## config.mk

```make
export PLATFORM = sky130hd
export DESIGN_NAME = display_arbiter
export DESIGN_NICKNAME = d
export VERILOG_FILES = /design/src/rtl/apple1_term_pkg.sv /design/src/rtl/char_fifo.sv /design/src/rtl/display_arbiter.sv
export SDC_FILE = /design/constraint.sdc
export NUM_CORES = 1
export LEC_CHECK = 0
export CORE_ASPECT_RATIO = 0.75
export CORE_MARGIN = 3
export CORE_UTILIZATION = 52
export DETAILED_ROUTE_END_ITERATION = 8
export PLACE_DENSITY_LB_ADDON = 0.08
export SLEW_MARGIN = 20
export SYNTH_ARGS = -nofsm -noshare
export SYNTH_HDL_FRONTEND = slang
export SYNTH_HIERARCHICAL = 1
export SYNTH_SLANG_ARGS = --single-unit
```

## constraint.sdc

```tcl
create_clock -name clk -period 2.65 [get_ports clk]
set_input_delay 0.3975 -clock clk [delete_from_list [all_inputs] [get_ports clk]]
set_output_delay 0.3975 -clock clk [all_outputs]
set_load 0.02 [all_outputs]
```

## src/rtl/apple1_term_pkg.sv

```systemverilog
// rtl/apple1_term_pkg.sv - shared types and constants for the terminal display path
package apple1_term_pkg;

    localparam int CHAR_W = 7;

    typedef enum logic [1:0] {
        ST_IDLE    = 2'd0,
        ST_PRESENT = 2'd1,
        ST_RELEASE = 2'd2
    } term_state_e;

    typedef enum logic {
        REQ_KBD  = 1'b0,
        REQ_HOST = 1'b1
    } requester_e;

endpackage

```

## src/rtl/char_fifo.sv

```systemverilog
// rtl/char_fifo.sv - small power-of-two character FIFO with same-edge push/pop
module char_fifo
    import apple1_term_pkg::*;
#(
    parameter int DEPTH = 4,
    parameter int WIDTH = CHAR_W
) (
    input  logic                       clk,
    input  logic                       reset_n,
    input  logic                       push,
    input  logic [WIDTH-1:0]           push_data,
    input  logic                       pop,
    output logic [WIDTH-1:0]           pop_data,
    output logic                       full,
    output logic                       empty,
    output logic [$clog2(DEPTH):0]     count
);

    localparam int AW = $clog2(DEPTH);
    localparam int CW = AW + 1;

    logic [WIDTH-1:0] mem [DEPTH];
    logic [AW-1:0]    wr_ptr;
    logic [AW-1:0]    rd_ptr;
    logic             do_push;
    logic             do_pop;

    // A pop frees a slot on the same edge, so a full FIFO still accepts a push then.
    assign do_pop   = pop && !empty;
    assign do_push  = push && (!full || do_pop);
    assign full     = (count == CW'(DEPTH));
    assign empty    = (count == '0);
    assign pop_data = mem[rd_ptr];

    // Storage array; contents are don't-care while the matching count is zero.
    always_ff @(posedge clk) begin
        if (do_push) begin
            mem[wr_ptr] <= push_data;
        end
    end

    // Pointers wrap naturally because DEPTH is a power of two.
    always_ff @(posedge clk or negedge reset_n) begin
        if (!reset_n) begin
            wr_ptr <= '0;
            rd_ptr <= '0;
            count  <= '0;
        end else begin
            if (do_push) wr_ptr <= wr_ptr + 1'b1;
            if (do_pop)  rd_ptr <= rd_ptr + 1'b1;
            count <= count + CW'(do_push) - CW'(do_pop);
        end
    end

endmodule

```

## src/rtl/display_arbiter.sv

```systemverilog
// rtl/display_arbiter.sv - round-robin keyboard/host arbiter feeding the video terminal handshake
module display_arbiter
    import apple1_term_pkg::*;
#(
    parameter int KBD_DEPTH      = 4,
    parameter int TIMEOUT_CYCLES = 65535
) (
    input  logic              clk,
    input  logic              reset_n,
    input  logic [CHAR_W-1:0] ascii_code,
    input  logic              ascii_new,
    input  logic [CHAR_W-1:0] host_data,
    input  logic              host_valid,
    output logic              host_ready,
    output logic [CHAR_W-1:0] rd,
    output logic              da,
    input  logic              rda_n,
    output logic              kbd_overflow,
    output logic              ack_timeout
);

    localparam int          CW           = $clog2(KBD_DEPTH) + 1;
    localparam logic [19:0] TIMEOUT_LAST = 20'(TIMEOUT_CYCLES - 1);

    term_state_e       state;
    requester_e        last_grant;
    logic              rda_meta;
    logic              rda_s;
    logic [19:0]       timer;
    logic [CHAR_W-1:0] fifo_data;
    logic              fifo_full;
    logic              fifo_empty;
    logic [CW-1:0]     fifo_count;
    logic              grant_kbd;
    logic              grant_host;

    char_fifo #(
        .DEPTH (KBD_DEPTH),
        .WIDTH (CHAR_W)
    ) u_kbd_fifo (
        .clk       (clk),
        .reset_n   (reset_n),
        .push      (ascii_new),
        .push_data (ascii_code),
        .pop       (grant_kbd),
        .pop_data  (fifo_data),
        .full      (fifo_full),
        .empty     (fifo_empty),
        .count     (fifo_count)
    );

    // Keyboard wins unless the host is also asking and the keyboard was served last.
    assign grant_kbd  = (state == ST_IDLE) && !fifo_empty &&
                        (!host_valid || last_grant == REQ_HOST);
    assign grant_host = (state == ST_IDLE) && host_valid && !grant_kbd;

    // Two-flop synchronizer for the terminal's asynchronous accept line.
    always_ff @(posedge clk or negedge reset_n) begin
        if (!reset_n) begin
            rda_meta <= 1'b1;
            rda_s    <= 1'b1;
        end else begin
            rda_meta <= rda_n;
            rda_s    <= rda_meta;
        end
    end

    // Transfer FSM: grant and load rd together, hold until accept or timeout.
    always_ff @(posedge clk or negedge reset_n) begin
        if (!reset_n) begin
            state       <= ST_IDLE;
            last_grant  <= REQ_HOST;
            rd          <= '0;
            da          <= 1'b0;
            host_ready  <= 1'b0;
            ack_timeout <= 1'b0;
            timer       <= '0;
        end else begin
            host_ready  <= 1'b0;
            ack_timeout <= 1'b0;
            case (state)
                ST_IDLE: begin
                    timer <= '0;
                    if (grant_kbd) begin
                        rd         <= fifo_data;
                        da         <= 1'b1;
                        last_grant <= REQ_KBD;
                        state      <= ST_PRESENT;
                    end else if (grant_host) begin
                        rd         <= host_data;
                        da         <= 1'b1;
                        host_ready <= 1'b1;
                        last_grant <= REQ_HOST;
                        state      <= ST_PRESENT;
                    end
                end
                ST_PRESENT: begin
                    if (!rda_s) begin
                        da    <= 1'b0;
                        state <= ST_RELEASE;
                    end else if (timer == TIMEOUT_LAST) begin
                        da          <= 1'b0;
                        ack_timeout <= 1'b1;
                        state       <= ST_IDLE;
                    end else begin
                        timer <= timer + 20'd1;
                    end
                end
                ST_RELEASE: begin
                    if (rda_s) state <= ST_IDLE;
                end
                default: state <= ST_IDLE;
            endcase
        end
    end

    // Sticky drop flag: a strobe lost only when full and nothing pops on that edge.
    always_ff @(posedge clk or negedge reset_n) begin
        if (!reset_n) begin
            kbd_overflow <= 1'b0;
        end else if (ascii_new && fifo_full && !grant_kbd) begin
            kbd_overflow <= 1'b1;
        end
    end

    // Occupancy can never exceed the configured depth.
    always_ff @(posedge clk) begin
        if (reset_n) begin
            assert (fifo_count <= CW'(KBD_DEPTH));
        end
    end

endmodule

```

# Word-level counts from Yosys, hierarchy flattened
# Memories as Yosys holds them, arrays and structs flattened.
# Cells that the tools add are included.
dict set report totals {
  ff_bits 43
  ram_bits 28
  inputBits 19
  wordCells 75
  n_memories 1
}
# memory depth word_bits rd rd_clocked_by_memory_dff write_ports line
set memory_table {}
lappend memory_table {u_kbd_fifo.mem 4 7 1 0 1 char_fifo.sv:22} ;# logic [WIDTH-1:0] mem [DEPTH];
dict set report classes {
  n_addsub 5
  eq_ne 9
  muxes 25
  n_reduce_logical 22
}
# operator n
set ops {}
lappend ops {{$mux 20} 2}
lappend ops {{$pmux 20 s2} 1}
lappend ops {{$add 20x1->20 const B} 1}
lappend ops {{$eq 20x16->1 const B} 1}
lappend ops {{$mux 7} 2}
lappend ops {{$mux 1} 13}
lappend ops {{$mux 2} 5}
lappend ops {{$reduce_and 3->1} 3}
lappend ops {{$logic_and 1x1->1} 8}
lappend ops {{$ne 2x2->1 const B} 3}
lappend ops {{$ne 3x3->1 const B} 2}
lappend ops {{$pmux 2 s3} 1}
lappend ops {{$add 2x1->2 const B} 2}
lappend ops {{$logic_not 1->1} 4}
lappend ops {{$reduce_bool 2->1} 2}
lappend ops {{$add 3x1->3} 1}
lappend ops {{$eq 3x3->1 const B} 1}
lappend ops {{$logic_not 3->1} 1}
lappend ops {{$sub 3x1->3} 1}
lappend ops {{$eq 2x1->1 const B} 1}
lappend ops {{$eq 2x2->1 const B} 1}
lappend ops {{$logic_not 2->1} 1}
lappend ops {{$logic_or 1x1->1} 2}
lappend ops {{$pmux 1 s2} 1}
lappend ops {{$reduce_and 2->1} 1}

# Longest topological paths before layout
dict set report logic_depth {
  word_depth 9
  depth_mapped 12
  depth_no_buf 11
}

# Cells and area by module
# The synthesis kept the hierarchy.
# mod instances cells_each area_each_um2 seq_area_each_um2
set by_module_without_submodules {}
lappend by_module_without_submodules {display_arbiter 1 206 1915.6 904.6}
lappend by_module_without_submodules {char_fifo 1 72 1435.1 1016.0}

# Worst setup path after synthesis
# Ideal clock, no wire load.
dict set report synth_path {
  path_kind {register -> register}
  startpoint {register state[0]}
  endpoint {register u_kbd_fifo.count[2]}
  setup_time_ns 0.123
  arrival_time_ns 2.336
  required_ns 2.527
  setup_slack_ns 0.191
  stages_incl_launch_ff 13
  period_less_slack_ns 2.459
  path_cell_list {dfrtp_1 > clkbuf_1 > nor2_1 > nand3_1 > buf_2 > inv_1 > o31ai_2 > or2_1 > a21bo_1 > ha_1 > fa_1 > xnor2_1 > xnor2_1}
}
dict set report synth_via {
  elab_chain_len 8
}
# element line
set synth_lines {}
lappend synth_lines {{start: declaration} display_arbiter.sv:25} ;# term_state_e state;
lappend synth_lines {{start signal: assignment} display_arbiter.sv:71} ;# state <= ST_IDLE;
lappend synth_lines {{start signal: assignment} display_arbiter.sv:88} ;# state <= ST_PRESENT;
lappend synth_lines {{start signal: assignment} display_arbiter.sv:94} ;# state <= ST_PRESENT;
lappend synth_lines {{$logic_not 2->1 (*)} display_arbiter.sv:53} ;# assign grant_kbd = (state == ST_IDLE) && !fifo_empty &&
lappend synth_lines {{$logic_and 1x1->1 (*) (2 in a row)} display_arbiter.sv:53}
lappend synth_lines {{net grant_kbd} display_arbiter.sv:34} ;# logic grant_kbd;
lappend synth_lines {{$logic_and 1x1->1 (*)} char_fifo.sv:29} ;# assign do_pop = pop && !empty;
lappend synth_lines {{$logic_or 1x1->1} char_fifo.sv:30} ;# assign do_push = push && (!full || do_pop);
lappend synth_lines {{$logic_and 1x1->1} char_fifo.sv:30}
lappend synth_lines {{$add 3x1->3} char_fifo.sv:51} ;# count <= count + CW'(do_push) - CW'(do_pop);
lappend synth_lines {{$sub 3x1->3 (*)} char_fifo.sv:51}
lappend synth_lines {{end signal: assignment} char_fifo.sv:51}
lappend synth_lines {{end: declaration} char_fifo.sv:16} ;# output logic [$clog2(DEPTH):0] count
# Mark *: on every way through the listed nets, which the timed path passes. The rest lies on a longest branch.
# A chain may end at the register's enable or synchronous reset.

# Final worst setup path
dict set report layout_path {
  startpoint {register u_kbd_fifo.count[1]}
  endpoint {register u_kbd_fifo.count[2]}
}
dict set report layout_via {
  elab_chain_len 9
  word_cells_on_any_way 11
  classes_between {add/sub (2); eq/ne (1); reduce/logical (8)}
}
# element line
set layout_lines {}
lappend layout_lines {{$logic_not 3->1 (*)} char_fifo.sv:32} ;# assign empty = (count == '0);
lappend layout_lines {{net fifo_empty} display_arbiter.sv:32} ;# logic fifo_empty;
lappend layout_lines {{$logic_not 1->1 (*)} display_arbiter.sv:53}
lappend layout_lines {{$logic_and 1x1->1 (*) (2 in a row)} display_arbiter.sv:53}
lappend layout_lines {{net grant_kbd} display_arbiter.sv:34}
lappend layout_lines {{$logic_and 1x1->1 (*)} char_fifo.sv:29}
lappend layout_lines {{$logic_or 1x1->1} char_fifo.sv:30}
lappend layout_lines {{$logic_and 1x1->1} char_fifo.sv:30}
lappend layout_lines {{$add 3x1->3} char_fifo.sv:51}
lappend layout_lines {{$sub 3x1->3 (*)} char_fifo.sv:51}
# Marked as above.

==> reports/summary.txt <==
Fin crit share: 0.895
Routed Antenna Nets: 0
Origin of the critical flop-to-flop path: u_kbd_fifo/count[1]
Final core area utilization: 0.651
Global route overflow: 0
Seq cells post-synth: 71
Synth top area share: 0.299
Post-synthesis compound-gate area fraction: 0.100
Vias: 2268
Setup violators final: 0
Status: finished, final reports clean
Final WL: 6600 um
Placed Cells: 379
Max Cap Viol: 0
Grt peak-use layer: met2
Post-Synth Simple-Gate Area: 0.170
Post-synth ARST share: 0.606
Crit path capture type: flip-flop
Area of the core: 6040 um2
Hold crit path type: in -> async
Max clock buf depth: 2
WP buf/inv: 2
Final std cells w/o fill: 395
Vias in the first global route: 2158
Unrepaired setup endpoints after global routing: false
Gr usage total: 0.196
Area of the die: 7450 um2
Storage element area: 1920 um2
Clk slew on worst S/H paths: 0.08 ns
Layout area overhead: 17.3%
Mean area per synthesized cell: 12.1 um2
Share of cells above drive strength 1: 0.132
Grt met2 use: 0.288
Avg WL per Cell: 16.7 um
Slowest-stage cell, CP: dfrtp_1
Clock buffer count from CTS: 9
Post-synthesis mux area share: 0.0754
DP HPWL: 4500 um
Yosys warns: 6
Syn Nets: 305
Critical path type: reg -> reg
Cell taking the most area after synthesis: dfrtp_1
Post_cts resized: 0
Synth top area cells: dfrtp_1, edfxtp_1, mux4_2
Synthesized-area fraction occupied by adder cells: 0.0321
CTS tree: yes
Worst-Margin Slew: 0.561 ns
Root Buffer: clkbuf_8
Fin. Hold Viols: 0
Peak supply drop: 0.608 mV
Slew HR: 0.626
Cells after Synth: 278
Hold slack: 0.0401 ns
Synth Flop Type: dfrtp_1
Row cnt: 24
DRC violations left: 0
Via density: 5.74
Critical-path cell list: nor3_1, inv_1, nand3_1, inv_1, o31ai_2, or2_1, a21bo_1, ha_1, fa_1, xnor2_1, xnor2_1
Syn Std Cell Area: 3350 um2
Htree depth: 3
Post-synth EDFFs: 28
Crit path largest cell delay: 0.44 ns
Setup WS post-layout: 0.279 ns
Worst Setup SP: u_kbd_fifo/count[1]
Fin Clk Skew: 0.0113 ns
Final #Nets: 339
Fin. max-slew vios: 0
Pre-CTS setup slack: 0.00945 ns
Met3 Use GR: 0.0531
Post-CTS Setup Bufs: 0
I/O Buffers: 29
Largest net degree at the start of global routing: 44
Peak Freq: 0.422 GHz
Filler cell count: 482
Crit start category: flip-flop
Initial antenna violation count: 0
Xor/xnor cell area share of the yosys netlist: 0.0131
Part of the Yosys area used for sequential elements: 0.573
Largest delay contributor family on the critical path: adder cells
DIE WIDTH: 98.7 um
Die height: 75.5 um
Commonest non-fill, non-tap cell in the layout: dfrtp_1
Hold bufs inserted after CTS: 0
First-pass GRT wire length: 11100 um
Worst-skew pair later-pin latency: 0.35 ns
Most frequent cells in the layout: dfrtp_1, nand2_1, clkdlybuf4s50_1, edfxtp_1, nand3_1
Static leakage: 1.58 nW
Setup tns final: 0 ns
Worst Path Arrival: 2.63 ns
Diode count: 0
Power Dens Cells: 981 nW/um2
Main combinational cell family by area after synthesis: simple AND/OR/NAND/NOR gates
Period minus WS final: 2.37 ns
Initial core utilization: 0.555
Synth cell types: 52
Pre-Repair DR Iteration Count: 4
CTS sink cnt: 71
IO Count: 30
DRT iter0 DRCs: 117
CP max FO: 4
Gpl congestion: 0.804
Area occupied by multi-input gates: 1310 um2
Worst Path Required: 2.91 ns
Routing usage on met1: 0.287
logic make-up after synthesis:
group | Yosys count
AND/OR/NAND/NOR | 104
flip-flops | 71
AO/OA/AOI/OAI | 48
buffers and inverters | 26
multiplexers | 16
adder cells (fa/ha/maj) | 8
XOR/XNOR | 5
sequential cells by signal (all words and copies together) (netlist names):
signal and count:
u_kbd_fifo/mem 28, da 1, kbd_overflow 1, rda_meta 1, u_kbd_fifo/wr_ptr 2, host_ready 1, rda_s 1, timer 20
ack_timeout 1, last_grant 1, rd 7, u_kbd_fifo/rd_ptr 2, u_kbd_fifo/count 3, state 2
area by class of cell:
class / instances / share of cell area
clock buffers: 10 / 0.0325
clock inverters: 6 / 0.0216
inverters: 12 / 0.0115
multi-input cells: 181 / 0.333
flip-flops and latches: 71 / 0.489
well taps: 78 / 0.0248
repair buffers: 37 / 0.0885
through the flow:
step	area (um2)	power (mW)
final	3930	3.86
after global routing	3930	4.10
after CTS	3930	3.89
after detailed placement	3720	2.96
after global placement	3720	2.92
after floorplan	3350	2.49
synth_stat cells, drive strengths merged, types with 2 or more instances:
cell,instances
and2,5
and3,3
ha,7
mux4,7
mux2i,8
or4,11
nor2,11
and4,2
nand4,4
xnor2,4
dfrtp,40
o211ai,11
a31o,2
o21ai,13
dfstp,3
o31ai,5
nand2,32
clkbuf,7
nand3,24
o311ai,2
buf,7
a31oi,3
edfxtp,28
a21oi,4
nor3,4
nand2b,3
inv,12
worst paths after layout:
path	cells after the start	end	slack [ns]
min reg2reg	0	rda_s	0.36
max reg2reg	11	u_kbd_fifo/count[2]	0.28
min in group clk	0	rda_s	0.36
min	1	ack_timeout	0.04
max	11	u_kbd_fifo/count[2]	0.28
max in group asynchronous	1	last_grant	2.22
per-layer routing:
layer | vias to the layer above | part of all wire
met5 | - | 0
met4 | 0 | 0.011
met3 | 8 | 0.061
met2 | 67 | 0.43
met1 | 1093 | 0.50
li1 | 1100 | -
where the power goes:
part,leakage [nW],internal [mW],switching (mW)
clock network,0.104,0.527,0.397
registers,0.806,1.42,0.208
logic,0.672,0.601,0.703
total,1.58,2.55,1.31
worst reg2reg max path, cell delays in order, from the launching register on:
cell and delay (ns):
dfrtp_1 0.44, nor3_1 0.22, inv_1 0.07, nand3_1 0.08
inv_1 0.07, o31ai_2 0.10, or2_1 0.20, a21bo_1 0.21
ha_1 0.19, fa_1 0.37, xnor2_1 0.19, xnor2_1 0.15
(Power assumes the default switching activity.)
